<file path="src/rtl/sram_rd_pipe.sv">
// Read-latency pipeline for one SRAM read port: a {valid,data} shift register
// whose last stage holds the most recent read word between strobes.
module sram_rd_pipe #(
  parameter int DATA_WIDTH   = 32,
  parameter int READ_LATENCY = 1
) (
  input  logic                  clk0,
  input  logic                  rst0,
  input  logic                  rd_en,
  input  logic [DATA_WIDTH-1:0] rd_data,
  output logic [DATA_WIDTH-1:0] dout,
  output logic                  dvalid
);

  logic                  valid_r [READ_LATENCY];
  logic [DATA_WIDTH-1:0] data_r  [READ_LATENCY];

  // Advance the pipe; data stages only move on a valid token so the tail holds the last read.
  always_ff @(posedge clk0) begin
    if (rst0) begin
      for (int k = 0; k < READ_LATENCY; k++) begin
        valid_r[k] <= 1'b0;
        data_r[k]  <= {DATA_WIDTH{1'b0}};
      end
    end else begin
      valid_r[0] <= rd_en;
      if (rd_en) begin
        data_r[0] <= rd_data;
      end
      for (int k = 1; k < READ_LATENCY; k++) begin
        valid_r[k] <= valid_r[k-1];
        if (valid_r[k-1]) begin
          data_r[k] <= data_r[k-1];
        end
      end
    end
  end

  assign dout   = data_r[READ_LATENCY-1];
  assign dvalid = valid_r[READ_LATENCY-1];

endmodule

</file>
<file path="config.mk">
export PLATFORM = sky130hd
export DESIGN_NAME = sram_rd_pipe
export DESIGN_NICKNAME = d
export VERILOG_FILES = /design/src/rtl/sram_rd_pipe.sv
export SDC_FILE = /design/constraint.sdc
export NUM_CORES = 1
export LEC_CHECK = 0
export BUFFER_PORTS_ARGS = -buffer_cell sky130_fd_sc_hd__buf_2
export CAP_MARGIN = 20
export CORE_MARGIN = 3
export CORE_UTILIZATION = 35
export DETAILED_ROUTE_END_ITERATION = 10
export PLACE_DENSITY = 0.64
export SETUP_SLACK_MARGIN = 0.02
export SLEW_MARGIN = 5
export SYNTH_ARGS = -nofsm -noshare
export SYNTH_HDL_FRONTEND = slang
export SYNTH_SLANG_ARGS = --single-unit
</file>
<file path="constraint.sdc">
create_clock -name clk0 -period 1.3 [get_ports clk0]
set_input_delay 0.065 -clock clk0 [delete_from_list [all_inputs] [get_ports clk0]]
set_output_delay 0.065 -clock clk0 [all_outputs]
set_load 0.02 [all_outputs]
</file>
== Yosys cells after proc, flatten, opt, wreduce, memory -nomap -nowiden ==
Memory sizes are Yosys's and may differ from the RTL's.
Cells that the tools add are included.

* Output and inout port bits: 33
* RAM bits: 33
* Memories kept: 2
* Register bits: 0
* Bits of input ports: 35
* Word-level logic and storage cells: 14

* Muxes and demuxes: 10
* Reduce and logical (&&, ||, !) cells: 2

{| class="wikitable"
|+ Memories
! name !! depth !! bits a word !! read ports !! clocked after memory_dff !! write ports !! RTL line !! source
|-
| data_r || 1 || 32 || 1 || 0 || 1 || 16 || <nowiki>logic [DATA_WIDTH-1:0] data_r [READ_LATENCY];</nowiki>
|-
| valid_r || 1 || 1 || 1 || 0 || 1 || 15 || <nowiki>logic valid_r [READ_LATENCY];</nowiki>
|}

{| class="wikitable"
|+ Operators with widths
! cell !! count
|-
| two-way mux 32 bit || 1
|-
| OR reduction 32 bit || 1
|-
| two-way mux 1 bit || 9
|-
| OR reduction 1 bit || 1
|}

== Depth between registers and ports, before layout ==
Gate-level depths: netlist (run 1).

* Depth after elaboration: 5
* Gate-level depth with buffers: 2

== Worst setup path before layout (run 1) ==
No wires, ideal clock.

* Path kind: input-to-reg
* Start point: in rst0
* End point: mem data_r[0][0] (enable)
* Library setup time: 0.375 ns
* Data required time: 0.925 ns
* Buffers on the path: 1
* Slack: 0.257 ns
* Stages on the path: 2
* Arrival: 0.668 ns
* Cell sequence: buf_2 or2_2

* Cells in the longest elaborated chain, start to end: 4
* Elaborated cells between the ends (all ways): 6
* Those cells by class: 5 x mux; 1 x reduce/logical

{| class="wikitable"
|+ Ends and longest elaborated chain
! element !! RTL line !! source
|-
| start: declaration || 8 || <nowiki>input logic rst0,</nowiki>
|-
| two-way mux 1 bit || 20 || <nowiki>if (rst0) begin</nowiki>
|-
| two-way mux 1 bit (implied by the code) || 28 || <nowiki>data_r[0] <= rd_data;</nowiki>
|-
| OR reduction 32 bit (no source line) || -- ||
|-
| two-way mux 1 bit (no source line) * || -- ||
|-
| end: declaration || 16 ||
|}

Mark *: on every way between the ends. The rest lies on a longest branch, timed or not.

== Worst setup path in the final report (run 1) ==
* Start point: mem data_r[0][29]
* End point: out dout[29]

* Cells in the longest elaborated chain, start to end: 1

{| class="wikitable"
|+ Ends and longest elaborated chain
! element !! RTL line !! source
|-
| memory (1 x 32 bit) || -- ||
|-
| end: declaration || 11 || <nowiki>output logic [DATA_WIDTH-1:0] dout,</nowiki>
|}

No other way between the ends.

==> out/qor.json, run 1 <==
{
  "status": "finished, final reports clean",
  "setup-violations-final": 0,
  "routabilityCongestion": 0.7312,
  "count_of_buffers_from_port_buffering": 67,
  "antenna_cells": 0,
  "routed_via_count": 831,
  "min_period_over_period": 0.6854,
  "synth_largest_area_cell": "sky130_fd_sc_hd__edfxtp_1",
  "post_synth_inst_count": 73,
  "min-delay-path-class": "in2reg",
  "internal_power_mw": 1.744,
  "number_of_setup_buffers_added_after_cts": 0,
  "fillerInstances": 329,
  "worstSetupPathType": "reg2out",
  "std_cell_rows": 21,
  "clock_power_share": 0.297,
  "post_synth_instance_area_sq_um": 1315,
  "yosys-top-cells-area": "sky130_fd_sc_hd__edfxtp_1, sky130_fd_sc_hd__and3b_1, sky130_fd_sc_hd__and3b_2, sky130_fd_sc_hd__buf_2, sky130_fd_sc_hd__dfxtp_1",
  "area.growth.synth_to_final_pct": 34.54,
  "hold_buffers": 0,
  "drt_iter0_markers": 38,
  "multiInputGateArea_sq_um": 304.0,
  "register_area_sq_um": 980.9,
  "ys_seq_elements": 33,
  "worstSetupEndpointType": "output pin",
  "postCtsResizedCells": 0,
  "netSwitchingPower_mw": 0.5338,
  "fmax_mhz": 1122,
  "worst-path-max-fanout": 1,
  "relSlewSlack": 0.5399,
  "min_from": "rd_data[11]",
  "yosysWarningCount": 0,
  "cell_variety_after_synth": 8,
  "total_number_of_h_tree_levels": 2,
  "fin_cells": 189,
  "finish.net_count": 178,
  "cp_slowest_stage_delay_ps": 380,
  "worst_max_slew_pin_slew_ps": 690.2,
  "postLayoutSetupSlackWorst_ps": 409.0,
  "wire_length_of_the_first_global_routing_pass_um": 3539,
  "min_path_cells": 2,
  "synth.yosys.seq_area_share": 0.7460,
  "timing.critical_path.slowest_stage_cell": "sky130_fd_sc_hd__edfxtp_1",
  "totalNegativeSetupSlack_ps": 0,
  "drt-pass1-iter-count": 4,
  "drtAntennaViolNets": 0,
  "die_area_sq_um": 4529,
  "final-max-slew-violation-count": 0,
  "drive_gt1_frac": 0.5874,
  "timing.critical_path.buf_inv": 1,
  "per_cell_routed_wire_length_um": 13.10,
  "vdd.ir_drop.worst_mv": 0.5237,
  "critical_path.startpoint_type": "flop",
  "final_period_minus_worst_setup_slack_ps": 891.0,
  "cp_top_family": "flip-flops",
  "mappedNetlistNets": 108,
  "timing.hold.worst_endpoint": "data_r[0][11]",
  "grt_setup_unrepaired": "false",
  "pin_count": 68,
  "largest_net_degree_at_the_start_of_global_routing": 34,
  "cts_buffers": 5,
  "power_leakage_nw": 0.9110,
  "max_cap_viol_count": 0,
  "power.sequential.fraction": 0.561,
  "start_util": 0.3791,
  "core_area_sq_um": 3468,
  "clk_transition_reported_paths_ps": 60,
  "die_w_um": 67.30,
  "cp_data_arrival_time_ps": 830,
  "chipHeight_um": 67.30,
  "track_usage": 0.1140,
  "critical_path_required_ps": 1240,
  "switching_share": 0.2343,
  "grt_remaining_overflow": 0,
  "power.density_nw_per_um2": 1288,
  "list_of_cells_traversed_by_the_critical_path": "buf_2",
  "power.combinational.fraction": 0.141,
  "tritoncts_clock_tree": "built",
  "post-synth-top-area-fraction": 0.7307,
  "cts_max_path_buffers": 2,
  "pre_cts_ws_ps": 185.5,
  "drc_errors": 0,
  "antenna_violations_before_repair": 0,
  "vias_per_cell": 4.397,
  "clock-sinks": 33,
  "report.final.hold_viol_count": 0,
  "placed_cells": 182,
  "grt_pass1_vias": 803,
  "syn_avg_cell_area_sq_um": 18.01,
  "clockRootBuffer": "sky130_fd_sc_hd__clkbuf_8",
  "routed_wirelength_um": 2475
}
==> through the flow <==
stage               instance area, sq um  total power [mW]  hold WS, ps    util
floorplan                           1315             1.487        288.0       -
global placement                    1693             1.624        378.8  0.4881
detailed placement                  1693             1.630        381.9  0.4881
CTS                                 1769             2.301        89.33  0.5101
global route                        1769             2.366        93.49  0.5101
finish                              1769             2.278        96.02  0.5101
==> logic make-up after synthesis <==
| family | share of synthesized area |
|---|---|
| flops | 0.7460 |
| simple gates | 0.2312 |
| buf+inv | 0.02283 |
==> cells in the mapped netlist, drive strengths merged <==
cell type and n:
and3b 32, edfxtp 32, buf 5, clkbuf 1
dfxtp 1, nor2b 1, or2 1
==> power groups by stage <==
stage          Clock (mW)  Combinational [mW]  Sequential, mW
2_1_floorplan           0              0.0707            1.42
3_3_place_gp            0               0.324            1.30
3_5_place_dp            0               0.327            1.30
4_1_cts             0.694               0.327            1.28
5_1_grt             0.733               0.348            1.29
6_report            0.677               0.322            1.28
==> final cells by class <==
type / count / area share
sequential: 33 / 0.5545
timing repair buffer: 69 / 0.1980
multi-input combinational: 34 / 0.1719
clock buffer: 6 / 0.04102
tap: 46 / 0.03253
clock inverter: 1 / 0.002122
==> layout by cell type, fill, tap and decap left out <==
cell                       count
sky130_fd_sc_hd__or2_2         1
sky130_fd_sc_hd__clkinv_1      1
sky130_fd_sc_hd__buf_2        67
sky130_fd_sc_hd__buf_4         2
sky130_fd_sc_hd__clkbuf_8      5
sky130_fd_sc_hd__and3b_1      23
sky130_fd_sc_hd__edfxtp_1     32
sky130_fd_sc_hd__dfxtp_1       1
sky130_fd_sc_hd__clkbuf_1      1
sky130_fd_sc_hd__and3b_2       9
sky130_fd_sc_hd__nor2b_1       1
==> state kept, by name (all words and copies together), names as in the netlist <==
signal	flops
data_r	32
valid_r	1
==> how the worst max path moves through the flow <==
stage                  start             to  slack (ps)  cells past startpoint
6_report       data_r[0][29]       dout[29]         410                      1
5_1_grt        data_r[0][27]       dout[27]         380                      1
4_1_cts        data_r[0][29]       dout[29]         390                      1
3_5_place_dp           rd_en   data_r[0][4]         190                      2
3_3_place_gp            rst0  data_r[0][14]         200                      2
2_1_floorplan           rst0   data_r[0][0]         260                      2
==> metal layers <==
metal  track usage  vias to the layer above  share of wire
met4       0.09114                        0          0.034
met2        0.1988                       33           0.52
met1        0.1115                      374           0.37
li1              -                      416              -
met5             0                        -              0
met3       0.03328                        8          0.076
Note: power is estimated with default switching activity, not from simulation.
==> inputs of run 2 (changes only) <==
PLACE_DENSITY = 0.67   (was 0.64)
clock period = 0.8 ns   (was 1.3 ns; I/O delays follow)
==> run 2 against run 1 <==
  * The flow now finishes with violations (setup timing)
  * Combinational power is 87% higher
  * Cell count did not move
  * Clock-buffer cell count unchanged
  * Non-clock buffer count stayed put
  * Routed wire length is 2.0% higher
  * Sequential share of layout area down 3.1 points
  * Flip-flop and latch count unchanged
  * Highest routed layer unchanged
==> out/qor.json, run 2 (same netlist as run 1, synthesis figures left out) <==
{
  "wire_length_of_the_first_global_routing_pass": {"value": 3815, "unit": "um", "change": "was 3539 um"},
  "hold_buffers": {"value": 0, "change": "unchanged"},
  "setup.worst_path.start": {"value": "data_r[0][31]", "change": "was data_r[0][29]"},
  "total_power": {"value": 3.796, "unit": "mW", "change": "was 2.278 mW"},
  "worstSetupPathType": {"value": "reg2out", "change": "unchanged"},
  "pre_cts_ws": {"value": -87.13, "unit": "ps", "change": "was 185.5 ps"},
  "violations": "setup timing",
  "pin_count": {"value": 68, "change": "unchanged"},
  "final_period_minus_worst_setup_slack_ps": 870.8,
  "grt_pass1_vias": {"value": 826, "change": "was 803"},
  "postLayoutSetupSlackWorst": {"value": -70.83, "unit": "ps", "change": "was 409.0 ps"},
  "cp_slowest_stage_delay": {"value": 400, "unit": "ps", "change": "was 380 ps"},
  "grt_setup_unrepaired": {"value": "true", "change": "was false"},
  "clk_transition_reported_paths": {"value": 60, "unit": "ps", "change": "about the same"},
  "drive_gt1_frac": {"value": 0.5874, "change": "unchanged"},
  "chipHeight": {"value": 67.30, "unit": "um", "change": "unchanged"},
  "report.final.hold_viol_count": {"value": 0, "change": "unchanged"},
  "max_cap_viol_count": {"value": 0, "change": "unchanged"},
  "die_w": {"value": 67.30, "unit": "um", "change": "unchanged"},
  "clockRootBuffer": {"value": "sky130_fd_sc_hd__clkbuf_8", "change": "unchanged"},
  "tritoncts_clock_tree": {"value": "built", "change": "unchanged"},
  "finish.utilization": {"value": 0.5404, "change": "was 0.5101"},
  "cp_data_arrival_time": {"value": 830, "unit": "ps", "change": "about the same"},
  "worstSetupPathDepth": {"value": 1, "change": "unchanged"},
  "finish.net_count": {"value": 178, "change": "unchanged"},
  "track_usage": {"value": 0.1204, "change": "was 0.1140"},
  "clock-sinks": {"value": 33, "change": "unchanged"},
  "total_number_of_h_tree_levels": {"value": 2, "change": "unchanged"},
  "endpoint_of_the_most_critical_setup_path": {"value": "dout[31]", "change": "was dout[29]"},
  "mostFrequentLayoutCells": {"value": "sky130_fd_sc_hd__buf_2, sky130_fd_sc_hd__edfxtp_1, sky130_fd_sc_hd__and3b_1", "change": "unchanged"},
  "setup-violations-final": {"value": 32, "change": "was 0"},
  "std_cell_rows": {"value": 21, "change": "unchanged"},
  "status": {"value": "complete, but fails checks", "change": "was finished, final reports clean"},
  "power.density": {"value": 2025, "unit": "nW/um^2", "change": "was 1288 nW/um^2"},
  "cts_buffers": {"value": 5, "change": "unchanged"},
  "worst_max_slew_pin_slew": {"value": 413.6, "unit": "ps", "change": "was 690.2 ps"},
  "critical_path.startpoint_type": {"value": "flop", "change": "unchanged"},
  "per_cell_routed_wire_length": {"value": 13.35, "unit": "um", "change": "was 13.10 um"},
  "timing.critical_path.buf_inv": {"value": 1, "change": "unchanged"},
  "fillerInstances": {"value": 315, "change": "was 329"},
  "routed_via_count": {"value": 829, "change": "was 831"},
  "grt_remaining_overflow": {"value": 0, "change": "unchanged"},
  "antenna_violations_before_repair": {"value": 0, "change": "unchanged"},
  "count_of_buffers_from_port_buffering": {"value": 67, "change": "unchanged"},
  "core_area": {"value": 3468, "unit": "sq um", "change": "unchanged"},
  "die_area": {"value": 4529, "unit": "sq um", "change": "unchanged"},
  "min_period_over_period": 1.089,
  "min-delay-path-class": {"value": "in2reg", "change": "unchanged"},
  "power_leakage": {"value": 0.9368, "unit": "nW", "change": "was 0.9110 nW"},
  "worst-path-max-fanout": {"value": 1, "change": "unchanged"},
  "routabilityCongestion": {"value": 0.6485, "change": "was 0.7312"},
  "start_util": {"value": 0.3791, "change": "unchanged"},
  "vdd.ir_drop.worst": {"value": 0.7365, "unit": "mV", "change": "was 0.5237 mV"},
  "largest_net_degree_at_the_start_of_global_routing": {"value": 34, "change": "unchanged"},
  "fmax_mhz": 1148,
  "final-max-slew-violation-count": {"value": 0, "change": "unchanged"},
  "timing.critical_path.slowest_stage_cell": {"value": "sky130_fd_sc_hd__edfxtp_1", "change": "unchanged"},
  "biggest_registers_after_layout": {"value": "data_r (32), valid_r (1)", "change": "unchanged"},
  "antenna_cells": {"value": 0, "change": "unchanged"},
  "max_flop_register": {"value": "data_r", "change": "unchanged"},
  "drtAntennaViolNets": {"value": 0, "change": "unchanged"},
  "cts_max_path_buffers": {"value": 2, "change": "unchanged"},
  "drc_errors": {"value": 0, "change": "unchanged"},
  "vias_per_cell": {"value": 4.386, "change": "was 4.397"},
  "largest_register_ffs": {"value": 32, "change": "unchanged"},
  "routed_wirelength": {"value": 2524, "unit": "um", "change": "was 2475 um"},
  "drt_iter0_markers": {"value": 38, "change": "unchanged"},
  "relSlewSlack": {"value": 0.7243, "change": "was 0.5399"},
  "area.growth.synth_to_final": {"value": 42.53, "unit": "%", "change": "was 34.54%"},
  "worstSetupEndpointType": {"value": "output pin", "change": "unchanged"},
  "drt-pass1-iter-count": {"value": 4, "change": "unchanged"},
  "cp_top_family": {"value": "flip-flops", "change": "unchanged"},
  "critical_path_required": {"value": 760, "unit": "ps", "change": "was 1240 ps"},
  "list_of_cells_traversed_by_the_critical_path": {"value": "buf_6", "change": "was buf_2"},
  "most_common_cell_after_layout_fill_and_taps_aside": {"value": "sky130_fd_sc_hd__buf_2", "change": "unchanged"}
}
## run 2: cell types whose count changed in the layout (fill, tap and decap cells not counted)
cell / delta
sky130_fd_sc_hd__buf_2: -17
sky130_fd_sc_hd__buf_6: +16
sky130_fd_sc_hd__buf_4: +1
sky130_fd_sc_hd__or2_2: -1
sky130_fd_sc_hd__or2_4: +1
## run 2: how the worst min path moves through the flow
| stage | startpoint | to | depth (start not counted) |
|---|---|---|---|
| after floorplan | rst0 | valid_r[0] | 2 |
| after global routing | rd_data[9] | data_r[0][9] | 2 |
| final | rd_data[11] | data_r[0][11] | 2 |
| after CTS | rd_data[11] | data_r[0][11] | 2 |
| after detailed placement | rd_data[8] | data_r[0][8] | 2 |
| after global placement | rd_data[8] | data_r[0][8] | 2 |
## run 2: timing repair
item	in CTS	in global routing
buffers inserted	0	0
gates resized for setup	11	22
endpoints found under the setup margin	33	32
## run 2: final cells by class
type / count / area, sq um / area share
clock buffer: 6 / 72.57 / 0.03872
sequential: 33 / 980.9 / 0.5234
timing repair buffer: 69 / 452.9 / 0.2417
tap: 46 / 57.56 / 0.03071
multi-input combinational: 34 / 306.5 / 0.1636
clock inverter: 1 / 3.754 / 0.002003
## run 2: layer usage
layer,vias to the layer above,routed length [um],global-route usage
met3,9,245,0.05491
met1,366,947,0.1353
li1,416,-,-
met5,-,0,0
met2,38,1254,0.1890
met4,0,76,0.06835
## run 2: power by group
| group | internal (mW) | switching, mW |
|---|---|---|
| Clock | 0.584 | 0.515 |
| Sequential | 2.05 | 0.0493 |
| Combinational | 0.284 | 0.318 |
| Total | 2.91 | 0.881 |
## run 2: per-stage QoR
| step | cells | area, sq um | hold slack (ps) | TNS (ps) |
|---|---|---|---|---|
| 2_1_floorplan | 73 | 1328 | 207.7 | 0 |
| 3_3_place_gp | 182 | 1695 | 353.5 | -3535 |
| 3_5_place_dp | 182 | 1695 | 358.5 | -4526 |
| 4_1_cts | 189 | 1805 | 63.76 | -1874 |
| 5_1_grt | 189 | 1874 | 60.84 | -2510 |
| 6_report | 189 | 1874 | 73.12 | -1334 |
